--- config.mk ---
export PLATFORM = sky130hd
export DESIGN_NAME = pe_sequencer
export DESIGN_NICKNAME = d
export VERILOG_FILES = /design/src/rtl/pe_sequencer.sv
export SDC_FILE = /design/constraint.sdc
export NUM_CORES = 1
export LEC_CHECK = 0
export BUFFER_PORTS_ARGS = -buffer_cell sky130_fd_sc_hd__buf_4
export CORE_MARGIN = 2
export CORE_UTILIZATION = 47
export DETAILED_ROUTE_END_ITERATION = 6
export PLACE_DENSITY = 0.84
export SLEW_MARGIN = 20
export SYNTH_ARGS = -nofsm -noshare
export SYNTH_HDL_FRONTEND = slang
export SYNTH_SLANG_ARGS = --single-unit
export TNS_END_PERCENT = 10
--- constraint.sdc ---
create_clock -name clk -period 2 [get_ports clk]
set_clock_uncertainty 0.15 [all_clocks]
set_input_delay 0.4 -clock clk [delete_from_list [all_inputs] [get_ports clk]]
set_output_delay 0.4 -clock clk [all_outputs]
set_load 0.01 [all_outputs]
--- src/rtl/pe_sequencer.sv ---
// pe_sequencer: instruction-level controller for the SIMD PE datapath.
// Decodes one opcode at a time, raises the PE control strobes at fixed
// parameterised latencies, and advances the PC only when an instruction
// retires. Operand-load flags and a saturating result-word count are tracked.
// Optional performance counters are built when PE_SEQ_PERF_CNT_EN is defined.
module pe_sequencer #(
  parameter int OPCODE_LEN  = 4,
  parameter int PE_ELEMENTS = 4,
  parameter int RAM_RD_LAT  = 1,
  parameter int STAGE1_LAT  = 2,
  parameter int STAGE2_LAT  = 2
) (
  input  logic                  clk,
  input  logic                  rst,
  input  logic                  start,
  input  logic                  inst_valid,
  input  logic [OPCODE_LEN-1:0] opcode,
  output logic                  pc_en,
  output logic                  pe_issue,
  output logic [1:0]            pe_op,
  output logic                  pe_stage_1_valid,
  output logic                  pe_stage_2_valid,
  output logic                  store_result,
  output logic                  result_full,
  output logic                  busy,
  output logic                  done,
  output logic                  error,
  output logic [31:0]           cycle_cnt,
  output logic [31:0]           retired_cnt
);

  localparam int MAX_LAT_12 = (RAM_RD_LAT > STAGE1_LAT) ? RAM_RD_LAT : STAGE1_LAT;
  localparam int MAX_LAT    = (MAX_LAT_12 > STAGE2_LAT) ? MAX_LAT_12 : STAGE2_LAT;
  localparam int CNT_W      = (MAX_LAT > 1) ? $clog2(MAX_LAT) : 1;
  localparam int RES_W      = $clog2(PE_ELEMENTS + 1);

  // Latency counters count down to zero, so they are loaded with LAT-1.
  localparam logic [CNT_W-1:0] RD_INIT  = CNT_W'(RAM_RD_LAT - 1);
  localparam logic [CNT_W-1:0] S1_INIT  = CNT_W'(STAGE1_LAT - 1);
  localparam logic [CNT_W-1:0] S2_INIT  = CNT_W'(STAGE2_LAT - 1);
  localparam logic [RES_W-1:0] RES_MAX  = RES_W'(PE_ELEMENTS);

  localparam logic [OPCODE_LEN-1:0] OP_NOOP    = OPCODE_LEN'(0);
  localparam logic [OPCODE_LEN-1:0] OP_ADD     = OPCODE_LEN'(1);
  localparam logic [OPCODE_LEN-1:0] OP_SUB     = OPCODE_LEN'(2);
  localparam logic [OPCODE_LEN-1:0] OP_MUL     = OPCODE_LEN'(3);
  localparam logic [OPCODE_LEN-1:0] OP_DOTP    = OPCODE_LEN'(4);
  localparam logic [OPCODE_LEN-1:0] OP_TMP_S1  = OPCODE_LEN'(5);
  localparam logic [OPCODE_LEN-1:0] OP_TMP_S2  = OPCODE_LEN'(6);
  localparam logic [OPCODE_LEN-1:0] OP_STORE   = OPCODE_LEN'(7);
  localparam logic [OPCODE_LEN-1:0] OP_STOP    = OPCODE_LEN'(8);
  localparam logic [OPCODE_LEN-1:0] OP_FETCH_A = OPCODE_LEN'(9);
  localparam logic [OPCODE_LEN-1:0] OP_FETCH_B = OPCODE_LEN'(10);

  localparam logic [1:0] PE_ADD  = 2'd0;
  localparam logic [1:0] PE_SUB  = 2'd1;
  localparam logic [1:0] PE_MUL  = 2'd2;
  localparam logic [1:0] PE_DOTP = 2'd3;

  typedef enum logic [2:0] {
    S_IDLE, S_RUN, S_WAIT_RD, S_WAIT_S1, S_WAIT_S2, S_STORE, S_ERROR
  } state_t;

  state_t           state;
  logic [CNT_W-1:0] lat_cnt;
  logic [RES_W-1:0] res_cnt;
  logic             a_loaded;
  logic             b_loaded;
  logic             fetch_is_b;

  assign result_full = (res_cnt == RES_MAX);

  // Main controller: state, latency timing, operand flags and registered strobes.
  always_ff @(posedge clk) begin
    if (rst) begin
      state            <= S_IDLE;
      lat_cnt          <= '0;
      res_cnt          <= '0;
      a_loaded         <= 1'b0;
      b_loaded         <= 1'b0;
      fetch_is_b       <= 1'b0;
      pc_en            <= 1'b0;
      pe_issue         <= 1'b0;
      pe_op            <= PE_ADD;
      pe_stage_1_valid <= 1'b0;
      pe_stage_2_valid <= 1'b0;
      store_result     <= 1'b0;
      busy             <= 1'b0;
      done             <= 1'b0;
      error            <= 1'b0;
    end else begin
      // NOTE: strobes default low here and the case below overrides them; with
      // non-blocking assignments the last write in the block wins, giving clean
      // one-cycle pulses without a separate clear path.
      pc_en            <= 1'b0;
      pe_issue         <= 1'b0;
      pe_stage_1_valid <= 1'b0;
      pe_stage_2_valid <= 1'b0;
      store_result     <= 1'b0;
      done             <= 1'b0;

      case (state)
        S_IDLE, S_ERROR: begin
          if (start) begin
            state    <= S_RUN;
            busy     <= 1'b1;
            error    <= 1'b0;
            a_loaded <= 1'b0;
            b_loaded <= 1'b0;
            res_cnt  <= '0;
          end
        end

        S_RUN: begin
          if (inst_valid) begin
            case (opcode)
              OP_NOOP, OP_TMP_S1, OP_TMP_S2: pc_en <= 1'b1;
              OP_FETCH_A, OP_FETCH_B: begin
                fetch_is_b <= (opcode == OP_FETCH_B);
                lat_cnt    <= RD_INIT;
                state      <= S_WAIT_RD;
              end
              OP_ADD, OP_SUB, OP_MUL, OP_DOTP: begin
                if (a_loaded && b_loaded) begin
                  pe_issue <= 1'b1;
                  pe_op    <= (opcode == OP_ADD) ? PE_ADD :
                              (opcode == OP_SUB) ? PE_SUB :
                              (opcode == OP_MUL) ? PE_MUL : PE_DOTP;
                  lat_cnt  <= S1_INIT;
                  state    <= S_WAIT_S1;
                end else begin
                  state <= S_ERROR;
                  busy  <= 1'b0;
                  error <= 1'b1;
                end
              end
              OP_STORE: state <= S_STORE;
              OP_STOP: begin
                pc_en <= 1'b1;
                done  <= 1'b1;
                busy  <= 1'b0;
                state <= S_IDLE;
              end
              default: begin
                state <= S_ERROR;
                busy  <= 1'b0;
                error <= 1'b1;
              end
            endcase
          end
        end

        S_WAIT_RD: begin
          if (lat_cnt == '0) begin
            pc_en <= 1'b1;
            if (fetch_is_b) b_loaded <= 1'b1;
            else            a_loaded <= 1'b1;
            state <= S_RUN;
          end else begin
            lat_cnt <= lat_cnt - CNT_W'(1);
          end
        end

        S_WAIT_S1: begin
          if (lat_cnt == '0) begin
            pe_stage_1_valid <= 1'b1;
            if (pe_op == PE_DOTP) begin
              lat_cnt <= S2_INIT;
              state   <= S_WAIT_S2;
            end else begin
              pc_en   <= 1'b1;
              res_cnt <= RES_MAX;
              state   <= S_RUN;
            end
          end else begin
            lat_cnt <= lat_cnt - CNT_W'(1);
          end
        end

        S_WAIT_S2: begin
          if (lat_cnt == '0) begin
            pe_stage_2_valid <= 1'b1;
            pc_en            <= 1'b1;
            if (res_cnt != RES_MAX) res_cnt <= res_cnt + RES_W'(1);
            state <= S_RUN;
          end else begin
            lat_cnt <= lat_cnt - CNT_W'(1);
          end
        end

        S_STORE: begin
          store_result <= 1'b1;
          pc_en        <= 1'b1;
          res_cnt      <= '0;
          state        <= S_RUN;
        end

        default: begin
          state <= S_IDLE;
          busy  <= 1'b0;
        end
      endcase
    end
  end

`ifdef PE_SEQ_PERF_CNT_EN
  // Performance counters: busy cycles and retired instructions, cleared on run start.
  always_ff @(posedge clk) begin
    if (rst || (start && !busy)) begin
      cycle_cnt   <= '0;
      retired_cnt <= '0;
    end else begin
      if (busy)  cycle_cnt   <= cycle_cnt + 32'd1;
      if (pc_en) retired_cnt <= retired_cnt + 32'd1;
    end
  end
`else
  assign cycle_cnt   = '0;
  assign retired_cnt = '0;
`endif

endmodule

### Word-level counts from Yosys, hierarchy flattened

Cells that the tools add are included.

| word-level totals | value |
|---|---|
| output and inout bits | 75 |
| flip-flop bits (word level) | 20 |
| input bits | 8 |

| operators by class | value |
|---|---|
| add/subtract/negate cells | 2 |
| reduce and logical (&&, ||, !) cells | 29 |
| bitwise operators | 6 |
| multiplexer cells | 49 |
| eq/ne operators | 35 |

Operators with widths:

| cell | count |
|---|---|
| 2-to-1 mux 3 bit | 11 |
| one-hot mux 3 bit (5 select lines) | 2 |
| != test 2 bit, second input constant | 13 |
| 2-to-1 mux 1 bit | 24 |
| == test 4 x 3 -> 1 bit, second input constant | 4 |
| AND reduction 4 bit | 4 |
| OR reduction 4 bit | 4 |
| AND reduction 5 bit | 3 |
| == test 3 bit, second input constant | 4 |
| == test 4 bit, second input constant | 3 |
| one-hot mux 1 bit (2 select lines) | 6 |
| one-hot mux 3 bit (4 select lines) | 1 |
| OR reduction 2 bit | 5 |
| != test 3 bit, second input constant | 3 |
| == test 4 x 2 -> 1 bit, second input constant | 2 |
| OR reduction 7 bit | 1 |
| == test 3 x 2 -> 1 bit, second input constant | 2 |
| inverter 1 bit | 6 |
| one-hot mux 1 bit (3 select lines) | 2 |
| AND reduction 6 bit | 1 |
| OR reduction 3 bit | 2 |
| OR reduction 6 bit | 1 |
| == test 4 x 1 -> 1 bit, second input constant | 1 |
| logical NOT 4 bit | 1 |
| 13 further kinds | 15 |

### Depth between registers and ports, before layout

Gate-level depths: netlist of the first run.

| depth | value |
|---|---|
| depth in word-level cells | 5 |
| gate-level depth with buffers | 6 |
| mapped depth without buffers | 6 |

### Worst setup path before layout of the first run

No wires, ideal clock.

| timing path | value |
|---|---|
| path type | input -> register |
| from | input opcode[1] |
| to | register state[1] |
| stages | 6 |
| setup slack | 0.203 ns |
| library setup time | 0.070 ns |
| arrival time | 1.576 ns |
| data required time | 1.780 ns |
| path through | buf_4 or2_2 clkbuf_1 mux2i_1 or4_1 a21oi_1 |

| between the ends | value |
|---|---|
| cells in the longest elaborated chain, start to end | 5 |
| elaborated cells between the ends (all ways) | 19 |
| those cells by class | eq/ne (11); mux (3); reduce/logical (5) |

Ends and longest elaborated chain:

| item | RTL line | RTL |
|---|---|---|
| start, declared | 17 | `input logic [OPCODE_LEN-1:0] opcode,` |
| == test 4 x 1 -> 1 bit (tied with other cells) | 116 | `case (opcode)` |
| OR reduction 4 bit (tied with other cells) | 116 |  |
| one-hot mux 3 bit (5 select lines) | 116 |  |
| 2-to-1 mux 3 bit | 115 | `if (inst_valid) begin` |
| one-hot mux 3 bit (5 select lines) | 102 | `case (state)` |
| end signal, assigned | 105 | `state <= S_RUN;` |
| end signal, assigned | 121 | `state <= S_WAIT_RD;` |
| end signal, assigned | 130 | `state <= S_WAIT_S1;` |
| end, declared | 64 | `state_t state;` |

Several ways; a longest one is shown, not always the timed one. The select of a mux whose other input is x is not followed.
A chain may end at the register's enable or synchronous reset.

### Worst setup path after layout of the first run

| timing path | value |
|---|---|
| from | register state[2] |
| to | register state[0] |

| between the ends | value |
|---|---|
| cells in the longest elaborated chain, start to end | 4 |
| elaborated cells between the ends (all ways) | 16 |
| those cells by class | eq/ne (11); mux (1); reduce/logical (4) |

Ends and longest elaborated chain:

| item | RTL line | RTL |
|---|---|---|
| start signal, assigned | 76 | `state <= S_IDLE;` |
| start signal, assigned | 105 |  |
| start signal, assigned | 121 |  |
| == test 3 bit (tied with other cells) | 102 |  |
| OR reduction 2 bit (on tied branches) | - |  |
| != test 2 bit (no line) | - |  |
| AND reduction 5 bit (no line) | - |  |

Several ways; a longest one is shown, not always the timed one.

==> results.md, run 1 <==
- Placer's final routability congestion estimate: 0.8740
- Fill cell total of the finished layout: 390
- Largest driver fanout on the critical path: 8
- Estimated wirelength of the detail-placed design: 2607 µm
- Sw frac: 0.3758
- Post-synthesis average cell area: 8.011 µm²
- FF+latch count, synth: 20
- Drt first pass iters: 4
- Worst Setup Slack post-DPL: 0.03745 ns
- Setup slack of the worst register-to-register path: 0.16 ns
- Share of synthesized flip-flops with an asynchronous set or reset: 0
- Relative contribution of sequential cells to total power: 0.363
- Pleak: 0.0008050 µW
- Sequential cell area fraction in the yosys report: 0.2261
- Total power per unit cell area: 762.3 nW/µm²
- Violation count after the first detailed-route iteration: 57
- Initial core utilization: 0.4873
- Net load switching power: 518.3 µW
- Total negative slack: 0 ns
- GRT overflow: 0
- Min-delay src: rst
- DIE HEIGHT: 65.38 µm
- Routed via count: 1,428
- Number of max-slew violations in the final report: 0
- Global-route wire length before repair: 5485 µm
- Max Root-Sink Buffers: 2
- Post-layout worst setup margin: 0.1632 ns
- Post-synthesis cell area: 1770 µm²
- Post-synthesis cell type count: 52
- Hold bufs inserted after CTS: 0
- Inserted Clock Buffers: 3
- Fmax: 544.4 MHz
- Post-DR vias/cell: 4.976
- Clock edge transition at the registers on the reported setup and hold paths: 0.08 ns
- Setup repair after global routing missed its margin: no
- Run status: finished, final reports clean
- Antenna violations before repair: 0
- Cell count after synthesis: 221
- Hold Path Stages: 2
- Total Nets Final: 250
- Critical Path AT: 1.86 ns
- Critical setup path kind: reg2reg
- Die area: 4274 µm²
- Critical R2R Launch: state[2]
- Top post-synthesis cells by area: sky130_fd_sc_hd__buf_4 28%, sky130_fd_sc_hd__dfxtp_1 23%, sky130_fd_sc_hd__a21oi_1 3.4%
- Diodes inserted: 0
- Final period util: 0.9184
- Fraction of final layout cells with drive strength greater than 1: 0.1632
- Cell-internal power: 860.9 µW
- Clock Root Buffer: sky130_fd_sc_hd__clkbuf_8
- WL per Instance: 11.55 µm
- EDFF count, synth: 0
- Startpoint types: register
- Hold crit path type: in2reg
- Die Wd: 65.38 µm
- TritonCTS clock tree: built
- Yosys warns: 0
- Number of rows in the core area: 22
- Setup violators final: 0
- Area fraction of the dominant cell type after synthesis: 0.2756
- Core footprint: 3633 µm²
- Number of endpoints with negative hold slack in the final report: 0
- Post-layout minimum cycle time: 1.837 ns
- Endpoint of the worst hold path: state[1]
- Via count of the first global-routing pass: 1,203
- Number of input and output port buffers inserted: 18
- Path depth of the worst reg2reg path: 4
- Maximum number of pins on one net before global-route repair: 22
- Worst flop-to-flop path endpoint: state[0]
- Skew-Pair Late Insertion Delay: 0.26 ns
- Req. time, crit path: 2.02 ns
- Antenna violation net count after detailed routing: 0
- Count of unresolved DRC violations after routing: 0
- Worst vdd rail ir drop: 421.4 µV
- Worst hold slack after final layout: 0.3037 ns
- Ports: 83
- GRT Util Overall: 0.1625
- Top cell type by total area after synthesis: sky130_fd_sc_hd__buf_4
- Clock network fraction of total power: 0.225
- Largest registers: res_cnt (3), state (3), pe_op (2)
- Area grow syn2layout: 2.191%
- Combinational cell fraction of total power: 0.412
- Prevailing post-synth register cell: sky130_fd_sc_hd__dfxtp_1
- Number of clock sinks: 20
- Total wire length: 3316 µm
- Crit path capture type: register
- Deepest level of the CTS H-tree: 1
- Number of max-capacitance violations reported: 0
## how the worst max path moves through the flow
| stage | to | startpoint |
|---|---|---|
| floorplan | state[1] | opcode[1] |
| global placement | pe_op[0] | opcode[1] |
| detailed placement | pe_op[1] | opcode[1] |
| CTS | state[1] | state[1] |
| global route | state[2] | state[2] |
| finish | state[0] | state[2] |
## synth_stat cells (2+ instances only)
library cell,number
sky130_fd_sc_hd__clkbuf_1,9
sky130_fd_sc_hd__ha_1,2
sky130_fd_sc_hd__a311oi_1,3
sky130_fd_sc_hd__a211o_1,2
sky130_fd_sc_hd__o31ai_1,2
sky130_fd_sc_hd__nor3_1,5
sky130_fd_sc_hd__o32ai_1,2
sky130_fd_sc_hd__buf_4,65
sky130_fd_sc_hd__nand2b_1,5
sky130_fd_sc_hd__nor3b_1,4
sky130_fd_sc_hd__nand4bb_1,2
sky130_fd_sc_hd__nor2_1,10
sky130_fd_sc_hd__buf_2,3
sky130_fd_sc_hd__inv_1,7
sky130_fd_sc_hd__o32a_1,2
sky130_fd_sc_hd__o21a_1,2
sky130_fd_sc_hd__o21ai_0,5
sky130_fd_sc_hd__o211a_1,2
sky130_fd_sc_hd__or4_1,2
sky130_fd_sc_hd__or3b_1,3
sky130_fd_sc_hd__a21oi_1,12
sky130_fd_sc_hd__and2_1,2
sky130_fd_sc_hd__nand3_1,6
sky130_fd_sc_hd__a2111oi_0,2
sky130_fd_sc_hd__nor2b_1,3
sky130_fd_sc_hd__a31oi_1,4
sky130_fd_sc_hd__nand2_1,9
sky130_fd_sc_hd__nand3b_1,2
sky130_fd_sc_hd__and3b_1,2
sky130_fd_sc_hd__dfxtp_1,20
## power by group through the flow
| stage | sequential [µW] | combinational [µW] | clock (µW) |
|---|---|---|---|
| finish | 500 | 568 | 311 |
| global placement | 506 | 546 | 0 |
| global route | 510 | 638 | 333 |
| floorplan | 485 | 505 | 0 |
| CTS | 499 | 564 | 319 |
| detailed placement | 509 | 563 | 0 |
## stage by stage
stage	std cells	util	area, µm²	total power (µW)
after global placement	283	0.4824	1753	1052
after CTS	287	0.4976	1808	1382
after global routing	287	0.4979	1809	1481
final	287	0.4979	1809	1379
after detailed placement	283	0.4824	1753	1072
after floorplan	284	-	2007	989.2
## cell type report
| cell class | instances | area [µm²] | share of cell area |
|---|---|---|---|
| multi-input cells | 180 | 1044 | 0.5768 |
| flip-flops and latches | 20 | 401.6 | 0.2220 |
| repair buffers | 28 | 222.7 | 0.1231 |
| well taps | 48 | 60.06 | 0.03319 |
| clock buffers | 4 | 55.05 | 0.03043 |
| inverters | 7 | 26.28 | 0.01452 |
## cells in the final DEF, fill, tap and decap left out, types with 2 or more instances in the layout
| master | netlist | layout |
|---|---|---|
| sky130_fd_sc_hd__or4_1 | 2 | 2 |
| sky130_fd_sc_hd__a21oi_1 | 12 | 12 |
| sky130_fd_sc_hd__nor2_1 | 10 | 10 |
| sky130_fd_sc_hd__a211o_1 | 2 | 2 |
| sky130_fd_sc_hd__o32ai_1 | 2 | 2 |
| sky130_fd_sc_hd__ha_1 | 2 | 2 |
| sky130_fd_sc_hd__nand3b_1 | 2 | 2 |
| sky130_fd_sc_hd__buf_4 | 65 | 27 |
| sky130_fd_sc_hd__o31ai_1 | 2 | 2 |
| sky130_fd_sc_hd__o21a_1 | 2 | 2 |
| sky130_fd_sc_hd__dfxtp_1 | 20 | 19 |
| sky130_fd_sc_hd__and2_1 | 2 | 2 |
| sky130_fd_sc_hd__nand2b_1 | 5 | 5 |
| sky130_fd_sc_hd__or3b_1 | 3 | 3 |
| sky130_fd_sc_hd__nor3_1 | 5 | 5 |
| sky130_fd_sc_hd__nand3_1 | 6 | 6 |
| sky130_fd_sc_hd__nand2_1 | 9 | 9 |
| sky130_fd_sc_hd__o21ai_0 | 5 | 5 |
| sky130_fd_sc_hd__nor3b_1 | 4 | 4 |
| sky130_fd_sc_hd__inv_1 | 7 | 7 |
| sky130_fd_sc_hd__a2111oi_0 | 2 | 2 |
| sky130_fd_sc_hd__o211a_1 | 2 | 2 |
| sky130_fd_sc_hd__o32a_1 | 2 | 2 |
| sky130_fd_sc_hd__nand4bb_1 | 2 | 2 |
| sky130_fd_sc_hd__a311oi_1 | 3 | 3 |
| sky130_fd_sc_hd__nor2b_1 | 3 | 3 |
| sky130_fd_sc_hd__clkbuf_8 | 0 | 4 |
| sky130_fd_sc_hd__a31oi_1 | 4 | 4 |
| sky130_fd_sc_hd__and3b_1 | 2 | 2 |
| sky130_fd_sc_hd__conb_1 | 1 | 64 |
## worst max-delay path: stages, from the launching register on
cell and delay [ns]:
sky130_fd_sc_hd__dfxtp_1 0.39, sky130_fd_sc_hd__or3b_1 0.50, sky130_fd_sc_hd__a2111oi_2 0.35, sky130_fd_sc_hd__nor2_1 0.09
sky130_fd_sc_hd__a311oi_1 0.27
## what timing repair did
item,4_1_cts,5_1_grt
resized for setup,0,1
setup buffers,0,0
endpoints found under the setup margin,0,3
## per-layer routing
layer  part of all wire  global-route usage  wire (µm)
met3              0.085             0.03767        283
met4             0.0087             0.04688         29
met2               0.49              0.2666       1617
met5                  0                   0          0
met1               0.42              0.2125       1385
## cell families after synthesis
kind of cell	count (synthesis)	synth area share
adder cells (fa/ha/maj)	2	0.01413
flip-flops	20	0.2261
buffers and inverters	84	0.3180
XOR/XNOR	2	0.01414
multiplexers	1	0.005654
AO/OA/AOI/OAI	52	0.2255
AND/OR/NAND/NOR	59	0.1944
other	1	0.002118
Power figures use the tool's default switching activity.
==> inputs of run 2 (changes only) <==
--- a/config.mk
+++ b/config.mk
@@ -9,7 +9,7 @@
 export CORE_MARGIN = 2
 export CORE_UTILIZATION = 47
 export DETAILED_ROUTE_END_ITERATION = 6
-export PLACE_DENSITY = 0.84
+export PLACE_DENSITY_LB_ADDON = 0.25
 export SLEW_MARGIN = 20
 export SYNTH_ARGS = -nofsm -noshare
 export SYNTH_HDL_FRONTEND = slang
==> run 2 against run 1 <==
Compared with the run above: power is 4.9% lower; final cell count increased by 0.35%; worst hold slack better by 0.0047 ns; sequential cell count unchanged.
==> results.md, run 2 (synthesized netlist as in run 1, its figures left out) <==
- Run status: finished, final reports clean
- Skew-Pair Late Insertion Delay: 0.25 ns
- Worst-path cell chain: buf_4 -> or3b_1 -> a21boi_1 -> nor2_1 -> o32ai_1
- WL per Instance: 11.10 µm
- Diodes inserted: 0
- Max Root-Sink Buffers: 2
- Initial core utilization: 0.4873
- Antenna violation net count after detailed routing: 0
- Estimated wirelength of the detail-placed design: 2523 µm
- Worst vdd rail ir drop: 306.5 µV
- Req. time, crit path: 2.01 ns
- Path depth of the worst reg2reg path: 5
- Critical Path AT: 1.84 ns
- Worst flop-to-flop path endpoint: state[2]
- Total wire length: 3196 µm
- Maximum number of pins on one net before global-route repair: 22
- TritonCTS clock tree: built
- Final period util: 0.9149
- GRT Util Overall: 0.1512
- Via count of the first global-routing pass: 1,086
- Most common library cell in the layout ignoring fill and taps: sky130_fd_sc_hd__conb_1
- Count of unresolved DRC violations after routing: 0
- Core footprint: 3633 µm²
- Area grow syn2layout: 1.484%
- Number of clock sinks: 20
- Inserted Clock Buffers: 3
- Largest driver fanout on the critical path: 21
- Cell class contributing the biggest share of worst-path delay: simple AND/OR/NAND/NOR gates
- Setup bufs post-CTS: 0
- Endpoint of the worst hold path: fetch_is_b
- Deepest level of the CTS H-tree: 1
- Global-route wire length before repair: 5030 µm
- Post-layout minimum cycle time: 1.830 ns
- Ports: 83
- Violation count after the first detailed-route iteration: 85
- Fmax: 546.5 MHz
- GRT overflow: 0
- Clock edge transition at the registers on the reported setup and hold paths: 0.07 ns
- Setup slack of the worst register-to-register path: 0.17 ns
- Max stage delay on crit path: 0.45 ns
- Setup repair after global routing missed its margin: no
- Post-DR vias/cell: 4.677
- Placer's final routability congestion estimate: 0.8853
- Die area: 4274 µm²
- Worst slew pin tran: 0.4993 ns
- Critical R2R Launch: state[0]
- Startpoint types: register
- Crit path capture type: register
- Routed via count: 1,347
- Number of input and output port buffers inserted: 18
- DIE HEIGHT: 65.38 µm
- Area after DPL: 1755 µm²
- Die Wd: 65.38 µm
- Quantity of gates resized following cts: 0
- Total power per unit cell area: 729.9 nW/µm²
- Pleak: 0.0008037 µW
- Drt first pass iters: 4
- Clock Root Buffer: sky130_fd_sc_hd__clkbuf_8
- Worst-path cell with the longest stage delay: sky130_fd_sc_hd__or3b_1
- Number of endpoints with negative hold slack in the final report: 0
- Min-delay src: opcode[0]
- Setup violators final: 0
- Slew margin rel.: 0.6661
- Antenna violations before repair: 0
- Number of max-capacitance violations reported: 0
- Post-route design area: 1797 µm²
- Hold Path Stages: 3
- Number of max-slew violations in the final report: 0
- Largest registers: res_cnt (3), state (3), pe_op (2)
- Buffers and inverters on the worst path: 1
- Hold crit path type: in2reg
- Fraction of final layout cells with drive strength greater than 1: 0.1625
- Critical setup path kind: reg2reg
- Total Nets Final: 252
- Number of rows in the core area: 22
- Highest-count cells in the layout ignoring fill and taps: 64 x sky130_fd_sc_hd__conb_1, 30 x sky130_fd_sc_hd__buf_4, 20 x sky130_fd_sc_hd__dfxtp_1
- Total negative slack: 0 ns
## run 2: cell types whose count changed in the layout (fill, tap and decap cells not counted), sizes merged
| cell | delta |
|---|---|
| buf | +2 |
| clkbuf | -1 |
## run 2: worst max path at each step
stage,from,endpoint,cells after the start
5_1_grt,state[0],state[2],5
3_5_place_dp,opcode[0],pe_op[1],5
3_3_place_gp,opcode[0],pe_op[0],5
6_report,state[0],state[2],5
2_1_floorplan,opcode[1],state[1],6
4_1_cts,state[1],pe_op[1],5
## run 2: cell type report
type                            count  area [µm²]
Sequential cell                    20       400.4
Timing Repair Buffer               30       225.2
Multi-Input combinational cell    180        1044
Tap cell                           48       60.06
Inverter                            7       26.28
Clock buffer                        3       41.29
Fill cell                         391        1837
## run 2: worst register-to-register path, delay by kind of cell (launching register included)
| kind | cells | cell delay [ns] |
|---|---|---|
| compound gates | 2 | 0.54 |
| flops | 1 | 0.31 |
| buf+inv | 1 | 0.19 |
| simple gates | 2 | 0.54 |
## run 2: power by group
group / switching, µW / internal [µW] / total [µW]
logic: 329 / 233 / 562
clock network: 125 / 134 / 259
registers: 51.0 / 440 / 491
## run 2: per-layer routing
metal,GRT usage,part of all wire,wire [µm],vias to the layer above
met5,0,0,0,-
li1,-,-,-,693
met3,0.05308,0.079,253,2
met1,0.2017,0.46,1484,596
met2,0.2360,0.45,1438,56
met4,0.03125,0.0059,19,0
## run 2: stage by stage
stage / cells / utilization / power, µW / setup slack (ns) / hold WS (ns)
final: 288 / 0.4945 / 1311 / 0.1702 / 0.3084
after floorplan: 284 / - / 989.2 / 0.2034 / 0.3101
after detailed placement: 285 / 0.4831 / 1055 / 0.02174 / 0.3165
after global placement: 285 / 0.4831 / 1053 / 0.03916 / 0.3104
after global routing: 288 / 0.4945 / 1410 / 0.01989 / 0.3140
after CTS: 288 / 0.4945 / 1316 / 0.1314 / 0.3077
## run 2: repair_timing
action,in CTS,in global routing
hold endpoints to repair,0,0
hold buffers,0,0
setup endpoints to repair,0,2
==> inputs of run 3 (changes only) <==
==> constraint.sdc (replaced) <==
create_clock -name clk -period 2.35 [get_ports clk]
set_clock_uncertainty 0.15 [all_clocks]
set_input_delay 0.47 -clock clk [delete_from_list [all_inputs] [get_ports clk]]
set_output_delay 0.47 -clock clk [all_outputs]
set_load 0.01 [all_outputs]
==> run 3 against run 2 <==
Compared with the run above: register-to-register slack improved by 0.14 ns; highest routed layer is now met3; worst hold slack improved by 0.017 ns; global-route usage grew 1.0 points.
==> results.md, run 3 (synthesized netlist as in run 1, its figures left out) <==
- Total wire length: 3315 µm
- Number of rows in the core area: 22
- Setup repair after global routing missed its margin: no
- Clock Root Buffer: sky130_fd_sc_hd__clkbuf_8
- Drt first pass iters: 5
- Hold bufs inserted after CTS: 0
- Number of clock sinks: 20
- Violation count after the first detailed-route iteration: 105
- Area grow syn2layout: -1.131%
- Core footprint: 3633 µm²
- Inserted Clock Buffers: 3
- Initial core utilization: 0.4873
- Clock network fraction of total power: 0.236
- Ports: 83
- Pleak: 0.0007703 µW
- Worst hold slack after final layout: 0.3254 ns
- Combinational cell fraction of total power: 0.383
- Net load switching power: 439.6 µW
- Fmax: 490.6 MHz
- Die Wd: 65.38 µm
- Setup bufs post-CTS: 0
- Number of endpoints with negative hold slack in the final report: 0
- Count of unresolved DRC violations after routing: 0
- Routed via count: 1,357
- Post-DR vias/cell: 4.829
- Number of max-capacitance violations reported: 0
- DIE HEIGHT: 65.38 µm
- GRT overflow: 0
- Total negative slack: 0 ns
- Critical setup path kind: reg2reg
- Number of input and output port buffers inserted: 18
- Deepest level of the CTS H-tree: 1
- Worst vdd rail ir drop: 221.0 µV
- Setup violators final: 0
- GRT Util Overall: 0.1616
- Cell-internal power: 699.6 µW
- TritonCTS clock tree: built
- Clock edge transition at the registers on the reported setup and hold paths: 0.08 ns
- Most common library cell in the layout ignoring fill and taps: sky130_fd_sc_hd__conb_1
- Die area: 4274 µm²
- Highest-count cells in the layout ignoring fill and taps: 64 x sky130_fd_sc_hd__conb_1, 22 x sky130_fd_sc_hd__buf_4, 20 x sky130_fd_sc_hd__dfxtp_1
- Startpoint types: register
- Antenna violation net count after detailed routing: 0
- Run status: finished, final reports clean
- Total power per unit cell area: 650.8 nW/µm²
- Largest registers: res_cnt (3), state (3), pe_op (2)
- Placer's final routability congestion estimate: 0.8721
- Max Root-Sink Buffers: 2
- WL per Instance: 11.80 µm
- Fraction of final layout cells with drive strength greater than 1: 0.1373
- Hold crit path type: reg2reg
- Maximum number of pins on one net before global-route repair: 21
- Req. time, crit path: 2.37 ns
- Crit path capture type: register
- Quantity of gates resized following cts: 0
- Skew-Pair Late Insertion Delay: 0.26 ns
- Antenna violations before repair: 0
- Number of max-slew violations in the final report: 0
- Global-route wire length before repair: 5492 µm
- Critical Path AT: 2.06 ns
- Total Nets Final: 244
- Estimated wirelength of the detail-placed design: 2539 µm
- Final period util: 0.8674
- Largest driver fanout on the critical path: 16
- Diodes inserted: 0
- Worst slew pin tran: 0.5884 ns
- Relative contribution of sequential cells to total power: 0.381
- Sw frac: 0.3859
- Post-layout minimum cycle time: 2.038 ns
- Slew margin rel.: 0.6024
- Via count of the first global-routing pass: 1,144
-- run 3: cell count changes in the layout (fill, tap and decap cells not counted), sizes merged --
cell and delta:
buf -8, clkbuf +1
-- run 3: worst paths after layout --
path / endpoint / slack [ns] / startpoint / depth (start not counted)
min: error / 0.33 / error / 1
max reg2reg: state[2] / 0.31 / state[2] / 4
min reg2reg: error / 0.33 / error / 1
max: state[2] / 0.31 / state[2] / 4
-- run 3: power groups by stage --
stage / clock (µW) / combinational (µW) / sequential (µW)
after detailed placement: 0 / 428 / 442
after CTS: 276 / 431 / 434
after global routing: 291 / 491 / 442
after global placement: 0 / 430 / 441
after floorplan: 0 / 429 / 412
final: 269 / 436 / 435
-- run 3: cell type report --
| type | instances | area, µm² |
|---|---|---|
| multi-input combinational | 180 | 1044 |
| inverter | 7 | 26.28 |
| tap | 48 | 60.06 |
| clock buffer | 4 | 55.05 |
| timing repair buffer | 22 | 165.2 |
| fill | 399 | 1883 |
| sequential | 20 | 400.4 |
-- run 3: critical path: stages (launching register included) --
cell and delay [ns]:
sky130_fd_sc_hd__dfxtp_1 0.65, sky130_fd_sc_hd__or3b_1 0.31, sky130_fd_sc_hd__o32ai_1 0.18, sky130_fd_sc_hd__or4_1 0.53
sky130_fd_sc_hd__o32ai_1 0.12
-- run 3: routing by layer --
| layer | track usage | part of all wire | routed length [µm] |
|---|---|---|---|
| met5 | 0 | 0 | 0 |
| met4 | 0.03125 | 0 | 0 |
| met3 | 0.03253 | 0.081 | 270 |
| met2 | 0.2526 | 0.47 | 1563 |
| met1 | 0.2310 | 0.45 | 1480 |
-- run 3: through the flow --
stage | cells | power [µW] | area (µm²) | worst slack (ns) | utilization
2_1_floorplan | 284 | 841.9 | 2007 | 0.4834 | -
3_3_place_gp | 277 | 871.6 | 1695 | 0.3043 | 0.4666
3_5_place_dp | 277 | 870.4 | 1695 | 0.2800 | 0.4666
4_1_cts | 281 | 1140 | 1750 | 0.3367 | 0.4817
5_1_grt | 281 | 1225 | 1750 | 0.1051 | 0.4817
6_report | 281 | 1139 | 1750 | 0.3116 | 0.4817
